[config.mk]
export PLATFORM = sky130hd
export DESIGN_NAME = dmem_arbiter
export DESIGN_NICKNAME = d
export VERILOG_FILES = /design/src/rtl/dmem_arb_pkg.sv /design/src/rtl/dmem_arbiter_rr_pick2.sv /design/src/rtl/dmem_arbiter.sv
export SDC_FILE = /design/constraint.sdc
export NUM_CORES = 1
export LEC_CHECK = 0
export CAP_MARGIN = 10
export CELL_PAD_IN_SITES_DETAIL_PLACEMENT = 1
export CELL_PAD_IN_SITES_GLOBAL_PLACEMENT = 1
export CORE_MARGIN = 2
export CORE_UTILIZATION = 24
export DETAILED_ROUTE_END_ITERATION = 6
export PLACE_DENSITY_LB_ADDON = 0.1
export SLEW_MARGIN = 5
export SYNTH_ARGS = -nofsm -noshare
export SYNTH_HDL_FRONTEND = slang
export SYNTH_SLANG_ARGS = --single-unit
[constraint.sdc]
create_clock -name clk -period 2.8 [get_ports clk]
set_input_delay 0.84 -clock clk [delete_from_list [all_inputs] [get_ports clk]]
set_output_delay 0.84 -clock clk [all_outputs]
set_load 0.01 [all_outputs]
[src/rtl/dmem_arb_pkg.sv]
// Shared types for the data-memory arbiter: FSM states, requester id and port count.
package dmem_arb_pkg;

  typedef enum logic [1:0] {
    IDLE  = 2'd0,
    LOCK0 = 2'd1,
    LOCK1 = 2'd2
  } arb_state_t;

  typedef logic req_id_t;

  localparam int NUM_REQ = 2;

endpackage

[src/rtl/dmem_arbiter_rr_pick2.sv]
// Two-way round-robin picker: on a tie the port that did not win last time is granted.
module rr_pick2
  import dmem_arb_pkg::*;
(
  input  logic [NUM_REQ-1:0] req_i,
  input  req_id_t            last_i,
  output logic [NUM_REQ-1:0] gnt_o
);

  always_comb begin
    gnt_o    = '0;
    gnt_o[0] = req_i[0] & (~req_i[1] | last_i);
    gnt_o[1] = req_i[1] & (~req_i[0] | ~last_i);
  end

endmodule

[src/rtl/dmem_arbiter.sv]
// Two-port arbiter in front of the single-port Data_Memory, with round-robin
// tie-break, bounded burst lock and a registered one-cycle read response per port.
module dmem_arbiter
  import dmem_arb_pkg::*;
#(
  parameter int ADDR_WIDTH = 32,
  parameter int DAT_WIDTH  = 32,
  parameter int MAX_LOCK   = 8
) (
  input  logic                  clk,
  input  logic                  rst_n,
  input  logic                  r0_req,
  input  logic                  r0_we,
  input  logic                  r0_lock,
  input  logic [ADDR_WIDTH-1:0] r0_addr,
  input  logic [DAT_WIDTH-1:0]  r0_wdata,
  output logic                  r0_gnt,
  output logic                  r0_rvalid,
  output logic [DAT_WIDTH-1:0]  r0_rdata,
  input  logic                  r1_req,
  input  logic                  r1_we,
  input  logic                  r1_lock,
  input  logic [ADDR_WIDTH-1:0] r1_addr,
  input  logic [DAT_WIDTH-1:0]  r1_wdata,
  output logic                  r1_gnt,
  output logic                  r1_rvalid,
  output logic [DAT_WIDTH-1:0]  r1_rdata,
  output logic [ADDR_WIDTH-1:0] mem_addr,
  output logic [DAT_WIDTH-1:0]  mem_wdata,
  output logic                  mem_write,
  output logic                  mem_read,
  input  logic [DAT_WIDTH-1:0]  mem_rdata
);

  localparam int LCW = $clog2(MAX_LOCK + 1);
  localparam bit LOCK_EN = (MAX_LOCK > 1);

  arb_state_t          state_q, state_d;
  req_id_t             rr_last_q, rr_last_d;
  logic [LCW-1:0]      lock_cnt_q, lock_cnt_d;
  logic [NUM_REQ-1:0]  rvalid_q, rvalid_d;
  logic [DAT_WIDTH-1:0] rdata0_q, rdata0_d, rdata1_q, rdata1_d;

  logic [NUM_REQ-1:0]  pick;
  logic [NUM_REQ-1:0]  gnt;
  req_id_t             win;
  logic                we_sel;
  logic                lock_sel;

  rr_pick2 u_pick (
    .req_i  ({r1_req, r0_req}),
    .last_i (rr_last_q),
    .gnt_o  (pick)
  );

  // While locked the owner alone may be granted, even if it is idle this cycle.
  always_comb begin
    gnt = '0;
    case (state_q)
      IDLE:    gnt = pick;
      LOCK0:   gnt[0] = r0_req;
      LOCK1:   gnt[1] = r1_req;
      default: gnt = '0;
    endcase
  end

  assign r0_gnt = gnt[0];
  assign r1_gnt = gnt[1];
  assign win    = gnt[1];

  always_comb begin
    mem_addr  = '0;
    mem_wdata = '0;
    we_sel    = 1'b0;
    lock_sel  = 1'b0;
    if (gnt[0]) begin
      mem_addr  = r0_addr;
      mem_wdata = r0_wdata;
      we_sel    = r0_we;
      lock_sel  = r0_lock;
    end else if (gnt[1]) begin
      mem_addr  = r1_addr;
      mem_wdata = r1_wdata;
      we_sel    = r1_we;
      lock_sel  = r1_lock;
    end
  end

  assign mem_write = (|gnt) & we_sel;
  assign mem_read  = (|gnt) & ~we_sel;

  always_comb begin
    state_d    = state_q;
    rr_last_d  = rr_last_q;
    lock_cnt_d = lock_cnt_q;
    case (state_q)
      IDLE: begin
        if (|gnt) begin
          rr_last_d = win;
          if (lock_sel && LOCK_EN) begin
            state_d    = win ? LOCK1 : LOCK0;
            lock_cnt_d = LCW'(1);
          end
        end
      end
      LOCK0, LOCK1: begin
        if (|gnt) begin
          if (!lock_sel) begin
            state_d    = IDLE;
            lock_cnt_d = '0;
          end else if (lock_cnt_q == LCW'(MAX_LOCK - 1)) begin
            // Forced release: the owner becomes rr_last so the other side wins the next tie.
            state_d    = IDLE;
            rr_last_d  = win;
            lock_cnt_d = '0;
          end else begin
            lock_cnt_d = lock_cnt_q + LCW'(1);
          end
        end
      end
      default: begin
        state_d    = IDLE;
        lock_cnt_d = '0;
      end
    endcase
  end

  always_comb begin
    rvalid_d    = '0;
    rvalid_d[0] = gnt[0] & ~r0_we;
    rvalid_d[1] = gnt[1] & ~r1_we;
    rdata0_d    = rvalid_d[0] ? mem_rdata : rdata0_q;
    rdata1_d    = rvalid_d[1] ? mem_rdata : rdata1_q;
  end

  always_ff @(posedge clk or negedge rst_n) begin
    if (!rst_n) begin
      state_q    <= IDLE;
      rr_last_q  <= 1'b1;
      lock_cnt_q <= '0;
      rvalid_q   <= '0;
      rdata0_q   <= '0;
      rdata1_q   <= '0;
    end else begin
      state_q    <= state_d;
      rr_last_q  <= rr_last_d;
      lock_cnt_q <= lock_cnt_d;
      rvalid_q   <= rvalid_d;
      rdata0_q   <= rdata0_d;
      rdata1_q   <= rdata1_d;
    end
  end

  assign r0_rvalid = rvalid_q[0];
  assign r1_rvalid = rvalid_q[1];
  assign r0_rdata  = rdata0_q;
  assign r1_rdata  = rdata1_q;

  // A waiting requester must keep its request and fields stable until granted.
  a_r0_hold: assert property (@(posedge clk) disable iff (!rst_n)
    (r0_req && !r0_gnt) |=> (r0_req && $stable({r0_we, r0_lock, r0_addr, r0_wdata})));
  a_r1_hold: assert property (@(posedge clk) disable iff (!rst_n)
    (r1_req && !r1_gnt) |=> (r1_req && $stable({r1_we, r1_lock, r1_addr, r1_wdata})));
  a_onehot_gnt: assert property (@(posedge clk) disable iff (!rst_n) !(r0_gnt && r1_gnt));

endmodule

# After elaboration in Yosys (flattened, before gate mapping)
# Index checks and enable logic that the tools add are counted.
word_totals:
  word_cells: 65
  regBits: 73
classes:
  bitwise: 14
  eq_ne: 9
  n_mux: 28
  add_sub_neg: 1
  reduce_logical: 7
op_table:
  columns: ["operator", "count"]
  rows:
  - ["$mux W32", 4]
  - ["$mux W4", 5]
  - ["$mux W2", 6]
  - ["$ne A2 B2 Y1 const B", 5]
  - ["$mux W1", 8]
  - ["$pmux W4 S2", 1]
  - ["$and A1 B1 Y1", 6]
  - ["$not A1 Y1", 6]
  - ["$pmux W1 S2", 3]
  - ["$reduce_and A5 Y1", 1]
  - ["$add A4 B1 Y4 const B", 1]
  - ["$eq A4 B3 Y1 const B", 1]
  - ["$pmux W2 S2", 1]
  - ["$reduce_and A4 Y1", 1]
  - ["$reduce_or A2 Y1", 2]
  - ["$ne A3 B3 Y1 const B", 1]
  - ["$reduce_and A3 Y1", 1]
  - ["$eq A2 B1 Y1 const B", 1]
  - ["$eq A2 B2 Y1 const B", 1]
  - ["$logic_not A2 Y1", 1]
  - ["$or A1 B1 Y1", 2]
  - ["$reduce_bool A2 Y1", 1]

# Longest topological paths before layout
# Gate-level depths: netlist of the first run.
depth:
  word_depth: 9
  mapped_depth: 11
  mapped_depth_nobuf: 8

# Cells and area by module
# From an unflattened synthesis of the first run, not the netlist that was laid out.
hier_totals:
  cells_unflattened: 279
  area_unflattened_um2: 3607.2
by_module_without_submodules:
  columns: ["module", "cells_per_inst", "instances", "area_each_um2", "seq_area_each_um2"]
  rows:
  - ["dmem_arbiter", 276, 1, 3588.4, 1828.0]
  - ["rr_pick2", 3, 1, 18.8, 0.0]

# Least setup slack after synthesis of the first run
# Ideal clock, no wire load.
synth_path:
  kind: "input -> output"
  startpoint: "in r1_req"
  endpoint: "out mem_addr[0]"
  setup_slack_ns: 0.075
  arrival_time_ns: 1.885
  path_stages: 8
  path_buffers: 3
  path_cell_list: "nor2b_1 o21a_1 buf_4 inv_2 buf_2 buf_2 nand2_1 nand2_1"
synth_between:
  elab_chain_len: 5
synth_lines:
  columns: ["element", "line_no", "source"]
  rows:
  - ["start, declared", "dmem_arbiter.sv:20", "input logic r1_req,"]
  - ["$not A1 Y1", "dmem_arbiter_rr_pick2.sv:12", "gnt_o[0] = req_i[0] & (~req_i[1] | last_i);"]
  - ["$or A1 B1 Y1", "dmem_arbiter_rr_pick2.sv:12", null]
  - ["$and A1 B1 Y1", "dmem_arbiter_rr_pick2.sv:12", null]
  - ["$pmux W1 S2", "dmem_arbiter.sv:59", "case (state_q)"]
  - ["$mux W32 *", "dmem_arbiter.sv:76", "if (gnt[0]) begin"]
  - ["end, declared", "dmem_arbiter.sv:28", "output logic [ADDR_WIDTH-1:0] mem_addr,"]
# Every way passes the cells marked *; elsewhere a longest branch is shown, timed or not.

# Final worst setup path of the first run
layout_path:
  startpoint: "in r1_req"
  endpoint: "out mem_wdata[17]"
layout_between:
  elab_chain_len: 5
layout_lines:
  columns: ["element", "line_no", "source"]
  rows:
  - ["$not A1 Y1", "dmem_arbiter_rr_pick2.sv:12", null]
  - ["$or A1 B1 Y1", "dmem_arbiter_rr_pick2.sv:12", null]
  - ["$and A1 B1 Y1", "dmem_arbiter_rr_pick2.sv:12", null]
  - ["$pmux W1 S2", "dmem_arbiter.sv:59", null]
  - ["$mux W32 *", "dmem_arbiter.sv:76", null]
  - ["end, declared", "dmem_arbiter.sv:29", "output logic [DAT_WIDTH-1:0] mem_wdata,"]
# Marked as above.

==> results.cfg, run 1 <==
[worst_hold_path]
hold_path.class = flip-flop to flip-flop
holdPathEnd = r1_rdata[29]
holdPathStages = 1
hold_path_startpoint = r1_rdata[29]

[global_routing]
grt_pass1_wl_mm = 28.6
grt_pass1_vias = 4856
antenna_found_initial = 0
grt_start_max_net_pins = 34
grt_usage_pct = 20.6
gr-total-overflow = 0

[timing]
timing.final.crit_share_pct = 102
fin_tns_setup_ns = -0.504
rsz0062_at_grt = yes
finalHoldViolCount = 0
final.setup.worst_slack_ns = -0.0479
slew_headroom_pct = 53.9
worst_clock_skew_ns = 0.00476
drv_slew = 0
worstMarginPinSlew_ns = 0.692
fin_crit_ns = 2.85
final-setup-viol-count = 25
fmax_mhz = 351

[worst_setup_path]
arrival_ns = 2.01
path_cells = buf_2 -> nor2b_4 -> o21a_4 -> buf_6 -> buf_6 -> buf_12 -> nand3_1 -> nand2_1 -> buf_6
reg2reg_to = r0_rdata[28]
cpMostUsedCell = buf_6
crit_path_end_kind = output pin
critical-path-slowest-cell = o21a_4
path_class = input port to output pin
crit_fanout = 7
max_stage_delay_ns = 0.22
worstRegToRegCells = 10
r2r_start = state_q[0]
worst_setup_path_start_kind = input port
reg2reg_slack_ns = 0.64
cp.required_ns = 1.96

[route]
firstDrtPassIters = 4
vias_per_cell = 4.59
drt-total-wl_mm = 18.8
drt-initial-drc-count = 95
via_count = 4476
drc = 0
final_antenna_net_count = 0
wl_per_cell_um = 19.3

[clock_tree]
clkTransAtPathRegs_ns = 0.06
ctsLongestPathBuffers = 2
holdBufCountCts = 0
clk_latency_ns = 0.32
htreeDepth = 3
numCtsBuffers = 9
cts_sinks = 73
cts_root_buffer = clkbuf_16
cts_tree = built

[finish]
fin_util_pct = 49.1
area_growth_pct = 102
diodes = 0
drive_above_1_share_pct = 28.7
final_cell_mix = clkdlybuf4s50_1, nand2_1, dfrtp_1
fin_nets = 924
fillers = 1806
final_common_cell = clkdlybuf4s50_1

[synth]
synth-seq-cells = 73
syn_area_per_cell_um2 = 9.54
syn_area_um2 = 3990
synthDominantCellAreaShare_pct = 45.2
synth_cell_types = 42
yosys_warnings = 0
yosysTopAreaCell = dfrtp_1
seq_area_frac_synth_pct = 45.8
synth_nets = 591
synth_area_leaders = dfrtp_1, nand2_1, mux2_2
syn_inst = 418

[die]
fp.dieW_um = 133
die_h_um = 133
dieArea_um2 = 17700
rows = 47
ios = 302
start_util_pct = 24.3
core_um2 = 16400

[pwr]
ir_drop_v = 0.000625
power_leakage_uw = 0.00368
power.total_uw = 8930
p_per_area_nw_per_um2 = 1110

[placed_design]
globalplace.congestion = 0.870
place_hpwl_mm = 14.0
port_buffers = 301

[run_status]
violations = negative setup slack
status = finished with violations

[flow_run]
maxCapViolCount = 0
## cells in the mapped netlist, drive strengths merged
master / count
o22a: 1
o31a: 1
mux2: 64
o21a: 1
a211oi: 2
o2bb2ai: 2
dfstp: 1
ha: 5
nor4b: 2
a22o: 1
a21o: 2
buf: 20
o211ai: 1
a31oi: 1
nor4: 1
mux2i: 3
nand2: 136
clkbuf: 9
inv: 8
dfrtp: 72
nor2: 2
and3b: 1
nand2b: 3
nand3: 67
nor2b: 1
a31o: 1
o31ai: 2
a21oi: 4
a21boi: 1
o21ai: 3
## sequential cells by signal, summed over array words and instances (netlist names)
name / flops
rvalid_q: 2
r1_rdata: 32
lock_cnt_q: 4
state_q: 2
r0_rdata: 32
rr_last_q: 1
## per-layer routing
| layer | track usage [%] | wire [um] | vias to the layer above |
|---|---|---|---|
| met1 | 24.2 | 7510 | 2185 |
| li1 | - | - | 2081 |
| met4 | 5.14 | 342 | 0 |
| met3 | 7.28 | 1540 | 23 |
| met5 | 0 | 0 | - |
| met2 | 35.8 | 9440 | 187 |
## how the worst max path moves through the flow
stage,to,cells past startpoint,start,slack (ns)
final,mem_wdata[17],9,r1_req,-0.05
after global routing,mem_wdata[5],10,state_q[1],-0.15
after CTS,mem_wdata[3],10,state_q[1],-0.05
after detailed placement,mem_read,7,r0_req,-0.84
after global placement,mem_wdata[7],8,r1_req,-0.81
after floorplan,mem_addr[0],8,r1_req,0.08
## logic make-up (layout without fill, tap and decap cells)
kind of cell / count (synthesis) / count (layout) / synth area share [%]
mux: 67 / 67 / 19.7
flops: 73 / 73 / 45.8
fa+ha+maj: 5 / 5 / 1.57
compound gates: 23 / 23 / 4.93
simple gates: 213 / 213 / 23.1
buf+inv: 37 / 375 / 4.90
## report_power, final
part           switching [uW]  total [uW]  leakage [uW]  internal, uW
logic                    2640        5940       0.00267          3300
clock network             437        1120      0.000137           687
registers                 281        1870      0.000871          1580
total                    3360        8930       0.00368          5570
## critical path, delay by kind of cell
kind	cells	cell delay (ns)
AOI/OAI and AO/OA	1	0.22
buffers and inverters	5	0.64
and+or+nand+nor	3	0.29
## per-stage QoR
stage | hold slack, ns | std cells | worst slack [ns] | cell area, um^2
2_1_floorplan | 0.473 | 418 | 0.0750 | 3990
3_3_place_gp | 0.467 | 938 | -0.814 | 7460
3_5_place_dp | 0.483 | 938 | -0.841 | 7460
4_1_cts | 0.501 | 971 | -0.0513 | 8000
5_1_grt | 0.517 | 976 | -0.153 | 8060
6_report | 0.496 | 976 | -0.0479 | 8060
## final cells by class
class                      instances  area [um^2]  area share (%)
timing repair buffer             351         3570            44.3
multi-input combinational        308         2050            25.5
sequential                        73         1830            22.7
tap                              220          275            3.42
clock buffer                       9          225            2.79
clock inverter                     7         71.3           0.885
inverter                           8         40.0           0.497
## what timing repair did
item,CTS,global route
setup buffers,12,1
setup endpoints to repair,68,67
gates resized for setup,302,26
cloned,6,4
pin swaps,17,1
Power figures use the tool's default switching activity.
==> inputs of run 2 (changes only) <==
CORE_UTILIZATION = 25   (was 24)
MAX_ROUTING_LAYER = met4   (was unset)
clock period = 3.3 ns   (was 2.8 ns; I/O delays follow)
==> results.cfg, run 2 (same netlist as run 1, synthesis figures left out) <==
[clock_tree]
ctsLongestPathBuffers = 2
clk_latency_ns = 0.33
cts_sinks = 73
holdBufCountCts = 0
clkTransAtPathRegs_ns = 0.05
htreeDepth = 3
cts_root_buffer = clkbuf_16
numCtsBuffers = 9
cts_tree = built

[die]
rows = 46
core_um2 = 15700
fp.dieW_um = 130
ios = 302
dieArea_um2 = 17000
die_h_um = 130
start_util_pct = 25.4

[route]
drc = 0
vias_per_cell = 4.58
drt-initial-drc-count = 200
firstDrtPassIters = 4
wl_per_cell_um = 19.0
via_count = 4416
final_antenna_net_count = 0
drt-total-wl_mm = 18.4

[timing]
finalHoldViolCount = 0
final-setup-viol-count = 0
timing.hold.ws_ns = 0.495
worstMarginPinSlew_ns = 0.397
fmax_mhz = 307
drv_slew = 0
timing.final.crit_share_pct = 98.8
worst_clock_skew_ns = 0.00429
rsz0062_at_grt = yes
fin_crit_ns = 3.26
slew_headroom_pct = 73.4

[global_routing]
top_usage_layer = met2
grtUsageMet1_pct = 22.9
antenna_found_initial = 3
grt_start_max_net_pins = 74
grt_pass1_vias = 4769
met2_usage_pct = 38.7
grt_pass1_wl_mm = 26.9
gr-total-overflow = 0
met3_usage_pct = 6.27
grt_usage_pct = 21.5

[placed_design]
dpl-instance-area_um2 = 7350
place_hpwl_mm = 13.5
port_buffers = 301
globalplace.congestion = 0.829

[finish]
final_cell_mix = clkdlybuf4s50_1, nand2_1, dfrtp_1
final_common_cell = clkdlybuf4s50_1
fin_area_um2 = 7920
drive_above_1_share_pct = 25.9
regArea_um2 = 1830
area_growth_pct = 98.5
fin_util_pct = 50.4
multiInputGateArea_um2 = 2080
fin_nets = 914
fillers = 1784

[worst_setup_path]
crit_path_end_kind = output pin
crit_fanout = 14
crit_buf_inv = 6
cp_top_family = buffers and inverters
path_class = input port to output pin
cp.required_ns = 2.31
worst_setup_path_start_kind = input port
max_stage_delay_ns = 0.26
critical-path-slowest-cell = o21a_4
arrival_ns = 2.27
path_cells = buf_2 -> nor2b_4 -> o21a_4 -> buf_6 -> buf_6 -> buf_12 -> buf_16 -> nand3_1 -> nand2_1 -> buf_2

[pwr]
p_per_area_nw_per_um2 = 936
comb_power_share_pct = 64.2
p_sw_share_pct = 37.4
seqPwrFrac_pct = 21.5
power_leakage_uw = 0.00366
power.internal_uw = 4640
power.switching_uw = 2770
ir_drop_v = 0.000499
clock_power_share_pct = 14.3

[flow_run]
maxCapViolCount = 0

[worst_hold_path]
hold_path.class = flip-flop to flip-flop

[run_status]
status = finished, final reports clean
-- run 2: worst register-to-register path, stage by stage (launching register included) --
cell,delay (ns)
dfrtp_1,0.40
inv_1,0.14
ha_1,0.24
nand2_1,0.09
o21a_4,0.16
buf_6,0.13
buf_6,0.10
buf_12,0.12
buf_16,0.14
buf_4,0.15
a31oi_1,0.31
o31ai_1,0.14
a21o_1,0.20
-- run 2: area by class of cell --
class | instances | area share, %
Timing Repair Buffer | 341 | 42.4
Multi-Input combinational cell | 308 | 26.3
Antenna cell | 3 | 0.0948
Clock buffer | 11 | 3.19
Sequential cell | 73 | 23.1
Tap cell | 216 | 3.41
Inverter | 8 | 0.537
Clock inverter | 5 | 0.980
-- run 2: metal layers --
| metal | part of all wire, % | wire length [um] | vias to the layer above |
|---|---|---|---|
| met1 | 36 | 6680 | 2146 |
| met2 | 53 | 9720 | 183 |
| met3 | 9.0 | 1650 | 21 |
| li1 | - | - | 2066 |
| met5 | 0 | 0 | - |
| met4 | 1.8 | 326 | 0 |
-- run 2: worst paths after layout --
path | end | slack [ns] | startpoint | depth (start not counted)
setup / recovery | mem_addr[6] | 0.04 | r1_req | 10
max in group asynchronous | r1_rdata[14] | 2.29 | rst_n | 2
hold / removal | r1_rdata[26] | 0.49 | r1_rdata[26] | 1
min in group asynchronous | r1_rdata[30] | 0.68 | rst_n | 2
setup reg to reg | lock_cnt_q[2] | 0.87 | state_q[1] | 12
hold reg to reg | r1_rdata[26] | 0.49 | r1_rdata[26] | 1
-- run 2: through the flow --
stage	setup TNS (ns)	setup WS [ns]	total power, uW	cells
6_report	0	0.0411	7410	965
5_1_grt	-0.101	-0.0499	7910	965
4_1_cts	0	0.0407	7420	960
3_5_place_dp	-42.15	-0.689	6020	927
3_3_place_gp	-38.68	-0.643	5900	927
2_1_floorplan	0	0.275	3580	418
-- run 2: what timing repair did --
| item | 4_1_cts | 5_1_grt |
|---|---|---|
| setup endpoints to repair | 68 | 29 |
| gates cloned | 6 | 0 |
| setup buffers | 11 | 2 |
| pin swaps | 2 | 3 |
| hold endpoints to repair | 0 | 0 |
| gates resized for setup | 242 | 23 |
-- run 2: power groups by stage --
stage | sequential, uW | clock, uW | combinational, uW
6_report | 1590 | 1060 | 4750
3_5_place_dp | 1600 | 0 | 4420
4_1_cts | 1600 | 1090 | 4730
5_1_grt | 1660 | 1130 | 5120
2_1_floorplan | 1770 | 0 | 1810
3_3_place_gp | 1570 | 0 | 4330
